$ cat config.mk
export PLATFORM = sky130hd
export DESIGN_NAME = spi_slave_sequencer
export DESIGN_NICKNAME = d
export VERILOG_FILES = /design/src/rtl/spi_slave_sequencer.sv
export SDC_FILE = /design/constraint.sdc
export NUM_CORES = 1
export LEC_CHECK = 0
export CAP_MARGIN = 20
export CORE_MARGIN = 4
export CORE_UTILIZATION = 47
export DETAILED_ROUTE_END_ITERATION = 6
export HOLD_SLACK_MARGIN = 0.15
export PLACE_DENSITY = 0.72
export SYNTH_ARGS = -nofsm -noshare
export SYNTH_HDL_FRONTEND = slang
export SYNTH_SLANG_ARGS = --single-unit
$ cat constraint.sdc
create_clock -name clk -period 1.7 [get_ports clk]
set_clock_uncertainty 0.15 [all_clocks]
set_input_delay 0.425 -clock clk [delete_from_list [all_inputs] [get_ports clk]]
set_output_delay 0.425 -clock clk [all_outputs]
set_load 0.01 [all_outputs]
$ cat src/rtl/spi_slave_sequencer.sv
// SPI slave front end: pin sync, sck strobes, command decode, target routing.
// Optional status echo on MISO during the command byte: SPI_SEQ_STATUS_ECHO_EN.
module spi_slave_sequencer #(
    parameter int NT          = 4,
    parameter int SYNC_STAGES = 2
) (
    input  logic          clk,
    input  logic          reset_n,
    input  logic          spi_sck,
    input  logic          spi_cs_n,
    input  logic          spi_mosi,
    output logic          spi_miso,
    output logic          rising,
    output logic          falling,
    output logic          si,
    output logic          reset_flag,
    output logic [NT-1:0] sel,
    input  logic [NT-1:0] target_so,
    output logic [7:0]    cmd,
    output logic          cmd_valid,
    output logic          cmd_error
);

    typedef enum logic [1:0] {
        S_IDLE,
        S_CMD,
        S_DATA,
        S_DISCARD
    } state_t;

    logic [SYNC_STAGES-1:0] r_sck_sync;
    logic [SYNC_STAGES-1:0] r_cs_sync;
    logic [SYNC_STAGES-1:0] r_mosi_sync;
    logic                   r_sck_d;
    logic                   r_cs_d;
    logic [SYNC_STAGES:0]   r_live;
    logic                   r_armed;

    state_t                 r_state;
    logic [3:0]             r_bitcnt;
    logic [7:0]             r_shift;
    logic                   r_miso;
    logic                   r_rising;
    logic                   r_falling;
    logic                   r_si;
    logic                   r_reset_flag;
    logic [NT-1:0]          r_sel;
    logic [7:0]             r_cmd;
    logic                   r_cmd_valid;
    logic                   r_cmd_error;

    logic                   w_sck;
    logic                   w_cs;
    logic                   w_mosi;
    logic                   w_sck_rise;
    logic                   w_sck_fall;
    logic                   w_cs_rise;
    logic                   w_cs_fall;
    logic [3:0]             w_idx;
    logic                   w_idx_ok;
    logic [NT-1:0]          w_onehot;
    logic                   w_so;

`ifdef SPI_SEQ_STATUS_ECHO_EN
    localparam logic [3:0] LP_NT_M1 = 4'(NT - 1);
    logic [7:0] r_echo;
    logic [7:0] w_status;
    assign w_status = {r_cmd_error, 3'b000, LP_NT_M1};
`endif

    assign w_sck      = r_sck_sync[SYNC_STAGES-1];
    assign w_cs       = r_cs_sync[SYNC_STAGES-1];
    assign w_mosi     = r_mosi_sync[SYNC_STAGES-1];
    assign w_sck_rise = w_sck & ~r_sck_d;
    assign w_sck_fall = ~w_sck & r_sck_d;
    assign w_cs_rise  = w_cs & ~r_cs_d;
    // A frame only starts after cs_n has been seen high since reset.
    assign w_cs_fall  = r_armed & ~w_cs & r_cs_d;

    assign w_idx    = r_shift[7:4];
    assign w_idx_ok = int'(w_idx) < NT;
    assign w_so     = |(target_so & r_sel);

    always_comb begin
        w_onehot = '0;
        for (int i = 0; i < NT; i++) begin
            if (w_idx == i[3:0]) begin
                w_onehot[i] = 1'b1;
            end
        end
    end

    always_ff @(posedge clk or negedge reset_n) begin
        if (!reset_n) begin
            r_sck_sync  <= '0;
            r_cs_sync   <= '1;
            r_mosi_sync <= '0;
            r_sck_d     <= 1'b0;
            r_cs_d      <= 1'b1;
            r_live      <= '0;
            r_armed     <= 1'b0;
        end else begin
            r_sck_sync  <= {r_sck_sync[SYNC_STAGES-2:0], spi_sck};
            r_cs_sync   <= {r_cs_sync[SYNC_STAGES-2:0], spi_cs_n};
            r_mosi_sync <= {r_mosi_sync[SYNC_STAGES-2:0], spi_mosi};
            r_sck_d     <= w_sck;
            r_cs_d      <= w_cs;
            r_live      <= {r_live[SYNC_STAGES-1:0], 1'b1};
            if (r_live[SYNC_STAGES] && w_cs && r_state == S_IDLE) begin
                r_armed <= 1'b1;
            end
        end
    end

    always_ff @(posedge clk or negedge reset_n) begin
        if (!reset_n) begin
            r_state      <= S_IDLE;
            r_bitcnt     <= '0;
            r_shift      <= '0;
            r_miso       <= 1'b0;
            r_rising     <= 1'b0;
            r_falling    <= 1'b0;
            r_si         <= 1'b0;
            r_reset_flag <= 1'b0;
            r_sel        <= '0;
            r_cmd        <= 8'h00;
            r_cmd_valid  <= 1'b0;
            r_cmd_error  <= 1'b0;
`ifdef SPI_SEQ_STATUS_ECHO_EN
            r_echo       <= '0;
`endif
        end else begin
            r_rising     <= 1'b0;
            r_falling    <= 1'b0;
            r_reset_flag <= 1'b0;
            r_cmd_valid  <= 1'b0;
            r_si         <= w_mosi;

            if (w_cs_fall) begin
                r_reset_flag <= 1'b1;
                r_bitcnt     <= '0;
                r_shift      <= '0;
                r_sel        <= '0;
                r_state      <= S_CMD;
`ifdef SPI_SEQ_STATUS_ECHO_EN
                r_echo       <= w_status;
                r_miso       <= w_status[7];
`else
                r_miso       <= 1'b0;
`endif
            end else if (w_cs_rise) begin
                // Frame end beats any sck edge seen in the same cycle.
                r_state  <= S_IDLE;
                r_sel    <= '0;
                r_miso   <= 1'b0;
                r_bitcnt <= '0;
            end else if (r_state != S_IDLE) begin
                r_rising  <= w_sck_rise;
                r_falling <= w_sck_fall;
                unique case (r_state)
                    S_CMD: begin
                        // Decode one cycle after the 8th strobe is broadcast,
                        // so no target ever sees a command bit while selected.
                        if (r_bitcnt == 4'd8) begin
                            r_cmd       <= r_shift;
                            r_cmd_valid <= 1'b1;
                            r_miso      <= 1'b0;
                            if (w_idx_ok) begin
                                r_sel   <= w_onehot;
                                r_state <= S_DATA;
                            end else begin
                                r_cmd_error <= 1'b1;
                                r_state     <= S_DISCARD;
                            end
                        end else if (w_sck_rise) begin
                            r_shift  <= {r_shift[6:0], w_mosi};
                            r_bitcnt <= r_bitcnt + 4'd1;
                        end
`ifdef SPI_SEQ_STATUS_ECHO_EN
                        else if (r_falling) begin
                            r_echo <= {r_echo[6:0], 1'b0};
                            r_miso <= r_echo[6];
                        end
`endif
                    end
                    S_DATA: begin
                        // Capture before the target shifts on this strobe.
                        if (r_falling) begin
                            r_miso <= w_so;
                        end
                    end
                    S_DISCARD: begin
                        r_sel  <= '0;
                        r_miso <= 1'b0;
                    end
                    default: begin
                        r_sel <= '0;
                    end
                endcase
            end
        end
    end

    assign spi_miso   = r_miso;
    assign rising     = r_rising;
    assign falling    = r_falling;
    assign si         = r_si;
    assign reset_flag = r_reset_flag;
    assign sel        = r_sel;
    assign cmd        = r_cmd;
    assign cmd_valid  = r_cmd_valid;
    assign cmd_error  = r_cmd_error;

endmodule

* Yosys cells after proc, flatten, opt, wreduce, memory -nomap -nowiden
Index checks and enable logic that the tools add are counted.
W data, S select, Z words.
** Cells by class
- Equality and inequality tests :: 14
- Add/subtract/negate cells :: 1
- Reductions and logical operators :: 21
- Bitwise logic cells :: 13
- Multiplexer cells :: 46
- $lt $le $gt $ge :: 1
** Operators by type and width (number)
- $mux W8 :: 6
- $mux W4 :: 11
- $mux W1 :: 22
- $ne A4 B4 Y1 const B :: 3
- $reduce_and A4 Y1 :: 3
- $reduce_bool A3 Y1 :: 4
- $mux W2 :: 5
- $reduce_and A5 Y1 :: 2
- $eq A4 B2 Y1 const B :: 2
- $pmux W4 S2 :: 1
- $reduce_bool A2 Y1 :: 4
- $not A1 Y1 :: 7
- $ne A3 B3 Y1 const B :: 2
- $reduce_and A6 Y1 :: 1
- $and A1 B1 Y1 :: 5
- $reduce_bool A5 Y1 :: 1
- $add A4 B1 Y4 const B :: 1
- $and A4 B4 Y4 :: 1
- $eq A2 B2 Y1 const B :: 2
- $eq A4 B1 Y1 const B :: 1
- $eq A4 B4 Y1 const B :: 1
- $logic_not A4 Y1 :: 1
- $lt A4 B3 Y1 const B :: 1
- $reduce_or A4 Y1 :: 1
- 7 further kinds :: 8
** Storage, ports and cells
- Logic and storage cells :: 115
- Bits in registers :: 45
- Output and inout bits :: 19
- Input bits :: 9

* Longest topological paths before layout
Gate-level depths: netlist of the first run.
- Depth in word-level cells :: 8
- Gate-level depth with buffers :: 7
- Mapped depth without buffers :: 6

* Worst setup path before layout of the first run
Ideal clock, no wire load.
- Kind :: register to register
- From :: reg r_cs_sync[1]
- To :: reg r_cmd[0] (netlist: cmd[0])
- Buffers on the path :: 0
- Arrival :: 1512 ps
- Path slack :: -87 ps
- Cell stages (with the launch flop) :: 5
- Data required time :: 1425 ps
- Path through :: dfstp_2 -> nand3b_2 -> nand2_4 -> nor3_4 -> mux2_2
** On the way
- Cells in the longest elaborated chain, start to end :: 5
- Elaborated cells on any way between the ends :: 7
- Those cells by class :: bitwise (6); reduce/logical (1)
** Ends and longest elaborated chain
- start, declared :: line 32 : logic [SYNC_STAGES-1:0] r_cs_sync;
- start signal, assigned :: line 104 : r_cs_sync <= {r_cs_sync[SYNC_STAGES-2:0], spi_cs_n};
- $not A1 Y1 :: line 78 : assign w_cs_fall = r_armed & ~w_cs & r_cs_d;
- $and A1 B1 Y1 (2 in series) :: line 78
- $not A1 Y1 (no line)
- $reduce_and A5 Y1 (no line) *
- end signal, assigned :: line 165 : r_cmd <= r_shift;
- end, declared :: line 48 : logic [7:0] r_cmd;
Mark *: on every way between the ends. The rest lies on a longest branch, timed or not.
A chain may end at the register's enable or synchronous reset.

* Worst setup path in the final report of the first run
- From :: reg r_bitcnt[0]
- To :: reg r_sel[0] (netlist: sel[0])
** On the way
- Cells in the longest elaborated chain, start to end :: 3
** Ends and longest elaborated chain
- start, declared :: line 40 : logic [3:0] r_bitcnt;
- start signal, assigned :: line 177 : r_bitcnt <= r_bitcnt + 4'd1;
- $eq A4 B4 Y1 :: line 164 : if (r_bitcnt == 4'd8) begin
- $ne A4 B4 Y1 (no line)
- $reduce_and A4 Y1 (no line)
- end signal, assigned :: line 169 : r_sel <= w_onehot;
- end, declared :: line 47 : logic [NT-1:0] r_sel;
No other way between the ends.

==> results.yml, run 1 <==
global_route:
  grt_pass1_wl_mm: 5.49
  first_global_vias: 1206
  antenna_found_initial: 0
  grt_use_total: 0.160
  grt_max_degree: 26
  grt.overflow.total: 0
floorplanning:
  core_um2: 3470
  fp-row-count: 21
  ioPinCount: 28
  fp.dieH_um: 68.9
  die-area_um2: 4750
  die_x_um: 68.9
  start_util: 0.503
synthesis:
  synthesis.area_um2: 1740
  ys_ff_latch: 45
  synth_warnings: 0
  syn_inst: 135
  ys_seq_area_frac: 0.648
  syn_area_per_cell_um2: 12.9
  synth.distinct_cells: 38
  synth.net_count: 146
place:
  dp_slack_ns: -0.0249
  place_hpwl_mm: 2.34
  gp_congestion: 0.780
  portBuffers: 27
power_and_ir_drop:
  power.leakage_uw: 0.00118
  power_per_cell_area_nw_per_um2: 829
  combPwrFrac: 0.089
  vdd_drop_max_mv: 0.750
  clkPwrFrac: 0.337
  intPower_uw: 1520
  seq_power_share: 0.573
  switching_share: 0.223
  power_switching_uw: 436
outcome:
  violations: "setup timing"
  outcome: "finished, violations left"
sta:
  rsz0062_at_grt: "yes"
  fin_crit_ns: 1.74
  finalWorstSetupSlack_ns: -0.0440
  max_freq_mhz: 573
  fin_crit_sh: 1.03
  finalMaxSlewViolations: 0
  setup-violations-final: 2
  hold_viol_final: 0
drt:
  vias_per_cell: 5.11
  vias: 1185
  wl_mm: 3.30
  ant_nets: 0
  wl_per_cell_um: 14.2
  first_iter_violations: 61
  drc_errors: 0
  drt-pass1-iter-count: 4
finish:
  layout.cells.most_common: "dfrtp_1"
  fin_util: 0.680
  area.growth.synth_to_final_pct: 35.2
  final_cell_mix: "dfrtp_1, dlygate4sd2_1, buf_4, nand2_1, nand3_1"
  drive_above_1_share: 0.263
  diodes: 0
  fillCellCount: 277
  num-nets-final: 196
critical_path:
  slowest_stage: "or4_4"
  crit_path_end_kind: "flop"
  crit_path_start_kind: "flop"
  cpLargestDelayFamily: "simple AND/OR/NAND/NOR gates"
  critPathBufInv: 1
  path_cells: "inv_2, ha_4, nand3b_4, or4_4, o31ai_2"
  crit_fanout: 4
  critical_path_class: "reg2reg"
  cp_data_arrival_time_ns: 1.80
  slowest_delay_ns: 0.59
  crit_required_ns: 1.76
clock_network:
  clock_sinks: 45
  htreeDepth: 2
  numCtsBuffers: 5
  clock_path_buffers: 2
  cts_tree: "yes"
  cts_root_buf: "clkbuf_8"
  clk_latency_ns: 0.29
  path_clk_slew_ns: 0.08
hold_path:
  worstHoldPathType: "reg2reg"
job:
  maxCapViolCount: 0
==> sequential cells by signal, summed over array words and instances, names as in the netlist <==
| signal | count |
|---|---|
| reset_flag | 1 |
| si | 1 |
| r_state | 2 |
| r_sck_d | 1 |
| spi_miso | 1 |
| r_cs_sync | 2 |
| falling | 1 |
| cmd_error | 1 |
| r_mosi_sync | 2 |
| r_live | 3 |
| r_shift | 8 |
| r_bitcnt | 4 |
| cmd | 8 |
| r_armed | 1 |
| r_sck_sync | 2 |
| rising | 1 |
| cmd_valid | 1 |
| sel | 4 |
| r_cs_d | 1 |
==> Yosys cell counts <==
master	n	share of area
a21boi_0	1	0.0043
nand2b_1	2	0.0072
a31o_2	1	0.0050
buf_2	1	0.0029
xnor2_1	1	0.0050
nor3_4	1	0.0093
conb_1	1	0.0022
xor2_1	2	0.010
mux2i_1	3	0.017
or2b_1	1	0.0043
a222oi_1	1	0.0057
inv_1	3	0.0065
clkbuf_1	1	0.0022
dfstp_2	3	0.045
nand2_4	1	0.0065
ha_1	2	0.014
o31ai_2	1	0.0072
nand3b_2	1	0.0065
nand3_1	12	0.034
or2_2	1	0.0036
a21o_1	1	0.0043
or2b_2	1	0.0050
nor4_1	1	0.0036
nand3b_4	1	0.011
o21ai_1	3	0.0086
nor2_1	10	0.022
and4b_1	1	0.0057
mux2_2	8	0.052
and4bb_2	1	0.0072
nand4_1	2	0.0072
o311ai_0	1	0.0050
dfrtp_1	42	0.60
o21ai_0	5	0.014
and2_1	1	0.0036
or4_4	1	0.0065
a21oi_1	2	0.0057
nor4b_1	2	0.010
nand2_1	12	0.026
==> kinds of logic (layout without fill, tap and decap cells) <==
logic type                 Yosys count  count (layout)  share of synthesized area
and+or+nand+nor                     52              52                      0.179
xor gates and xnor gates             3               3                     0.0151
other                                1               1                    0.00215
adders and majority gates            2               2                     0.0144
DFF                                 45              45                      0.648
buffers and inverters                5              56                     0.0115
muxes                               11              11                     0.0689
AOI/OAI and AO/OA                   16              16                     0.0603
==> final cells by class <==
type | count | area (µm²) | share of cell area
sequential | 45 | 1130 | 0.479
multi-input combinational | 85 | 652 | 0.277
timing repair buffer | 45 | 417 | 0.177
clock buffer | 8 | 90.1 | 0.0382
tap | 46 | 57.6 | 0.0244
inverter | 3 | 11.3 | 0.00478
==> path summary, 6_finish.rpt <==
path	start	endpoint	slack (ns)	depth (start not counted)
worst max-delay path	r_bitcnt[0]	sel[0]	-0.04	5
worst min-delay path	r_mosi_sync[0]	r_mosi_sync[1]	0.20	0
worst max register to register	r_bitcnt[0]	sel[0]	-0.04	5
worst min register to register	r_mosi_sync[0]	r_mosi_sync[1]	0.20	0
max in group asynchronous	reset_n	r_cs_sync[1]	0.52	3
min in group asynchronous	reset_n	r_shift[1]	0.37	2
==> power groups by stage <==
stage / logic, µW / registers, µW / clock network, µW
2_1_floorplan: 71.7 / 1140 / 0
3_3_place_gp: 164 / 1140 / 0
3_5_place_dp: 170 / 1140 / 0
4_1_cts: 173 / 1120 / 668
5_1_grt: 193 / 1120 / 720
6_report: 175 / 1120 / 660
==> stage by stage <==
step | cells | area [µm²] | hold WS (ns) | TNS [ns] | total power (µW)
after detailed placement | 221 | 2240 | 0.148 | -0.0884 | 1310
after floorplan | 135 | 1770 | -0.0206 | -0.273 | 1210
after global routing | 232 | 2360 | 0.206 | -0.417 | 2040
after CTS | 231 | 2330 | 0.203 | -0.151 | 1960
final | 232 | 2360 | 0.200 | -0.0551 | 1950
after global placement | 221 | 2240 | 0.143 | 0 | 1300
==> layer usage <==
metal  vias to the layer above  GRT usage  wire [µm]  share of wire
met1                       578      0.192       1410           0.43
met5                         -          0          0              0
met2                        30      0.258       1620           0.49
met3                         7     0.0567        197          0.060
li1                        570          -          -              -
met4                         0     0.0754         78          0.024
==> worst register-to-register path, stage by stage, from the launching register on <==
cell,delay [ns]
dfrtp_1,0.40
inv_2,0.09
ha_4,0.15
nand3b_4,0.11
or4_4,0.59
o31ai_2,0.18
==> repair_timing <==
action	CTS	global route
gates resized for setup	21	6
hold buffers	1	0
endpoints found under the setup margin	29	13
buffers inserted	1	1
pin swaps	0	3
hold endpoints to repair	42	0
No activity file was read; power rests on OpenSTA's default activity.
==> run 2: changes to the inputs <==
Settings changed: CTS_CLUSTER_DIAMETER set to 40.
==> results of run 2 <==
No change in the layout: final DEF, timing and power equal those of run 1.
==> run 3: changes to the inputs <==
Settings changed: SETUP_SLACK_MARGIN set to 0.15.
==> run 3 against run 2 <==
Against the previous run:
- largest power group unchanged
- sequential power about the same
- the run still ends with setup timing left
- wire length increased by 24%
- die area unchanged
==> results.yml, run 3 (synthesized netlist as in run 1, its figures left out) <==
outcome:
  outcome: "finished, violations left"
  violations: "setup timing"
place:
  dp.cells: 219
  dp_slack_ns: -0.0278
  portBuffers: 27
  gp_congestion: 0.812
  place_hpwl_mm: 2.37
job:
  maxCapViolCount: 0
clock_network:
  clock_sinks: 45
  path_clk_slew_ns: 0.08
  htreeDepth: 2
  numCtsBuffers: 5
  cts_root_buf: "clkbuf_8"
  cts_tree: "yes"
  clk_latency_ns: 0.30
  clock_path_buffers: 2
sta:
  finalWorstSetupSlack_ns: -0.0309
  max_freq_mhz: 578
  hold_slack_ns: 0.204
  fin_crit_sh: 1.02
  setup-violations-final: 3
  rsz0062_at_grt: "yes"
  finalMaxSlewViolations: 0
  hold_viol_final: 0
  fin_crit_ns: 1.73
power_and_ir_drop:
  power.leakage_uw: 0.00123
  fin_total_pwr_uw: 2010
  power_per_cell_area_nw_per_um2: 764
  vdd_drop_max_mv: 0.492
finish:
  layout.cells.most_common: "dfrtp_1"
  num-nets-final: 211
  area.growth.synth_to_final_pct: 51.3
  diodes: 0
  fin_cells: 247
  final_cell_mix: "dfrtp_1, buf_4, clkdlybuf4s15_1, nand2_1, nor2_1"
  drive_above_1_share: 0.418
drt:
  wl_per_cell_um: 16.6
  first_iter_violations: 51
  drc_errors: 0
  ant_nets: 0
  wl_mm: 4.10
  vias: 1338
  vias_per_cell: 5.42
  drt-pass1-iter-count: 4
floorplanning:
  die-area_um2: 4750
  die_x_um: 68.9
  ioPinCount: 28
  core_um2: 3470
  fp.dieH_um: 68.9
  start_util: 0.503
  fp-row-count: 21
critical_path:
  crit_path_start_kind: "flop"
  crit_required_ns: 1.77
  cp_data_arrival_time_ns: 1.80
  crit_fanout: 4
  crit_path_end_kind: "flop"
  critical_path_class: "reg2reg"
global_route:
  grt.overflow.total: 0
  antenna_found_initial: 0
  grt_pass1_wl_mm: 6.29
  grt_max_degree: 28
  first_global_vias: 1318
  grt_use_total: 0.182
hold_path:
  worstHoldPathType: "reg2reg"
## run 3: cell count changes in the layout (fill, tap and decap cells not counted), sizes merged
cell / before / now
buf: 18 / 33
clkbuf: 8 / 10
clkdlybuf4s15: 0 / 13
clkinv: 0 / 2
dlygate4sd2: 19 / 2
## run 3: final timing paths
path	startpoint	endpoint	slack (ns)	depth (start not counted)
max reg2reg	r_bitcnt[1]	sel[0]	-0.03	5
min in group asynchronous	reset_n	cmd[0]	0.45	2
max	r_bitcnt[1]	sel[0]	-0.03	5
min reg2reg	r_sck_sync[0]	r_sck_sync[1]	0.20	0
min	r_sck_sync[0]	r_sck_sync[1]	0.20	0
max in group asynchronous	reset_n	cmd[2]	0.47	3
## run 3: cell type report
type	instances	area, µm²
Sequential cell	45	1130
Fill cell	232	832
Multi-Input combinational cell	85	762
Timing Repair Buffer	60	593
Clock buffer	6	72.6
Tap cell	46	57.6
Inverter	3	11.3
Clock inverter	2	10.0
## run 3: metal layers
layer / routed length, µm / track usage
met5: 0 / 0
met2: 2110 / 0.298
met1: 1700 / 0.234
met4: 99 / 0.0730
met3: 187 / 0.0438
## run 3: timing repair
item,4_1_cts,5_1_grt
hold buffers,1,0
endpoints found under the hold margin,15,0
pin swaps,12,8
endpoints found under the setup margin,40,42
cloned,1,0
setup buffers,11,7
gates resized for setup,56,29
## run 3: worst max-delay path: stages, from the launching register on
cell      delay [ns]
dfrtp_1         0.41
inv_2           0.08
ha_4            0.14
nand3b_4        0.10
or4_4           0.59
o31ai_4         0.18
## run 3: power by group
group / internal, µW / leakage (µW) / switching, µW
logic: 139 / 0.000602 / 127
clock network: 285 / 0.0000450 / 342
registers: 1100 / 0.000587 / 18.3
total: 1530 / 0.00123 / 487
## run 3: per-stage QoR
step                area [µm²]  setup TNS, ns   util
finish                    2640        -0.0408  0.760
global route              2640          -1.00  0.760
CTS                       2510        -0.0200  0.724
detailed placement        2220        -0.0518  0.640
global placement          2220              0  0.640
floorplan                 1770         -0.210      -
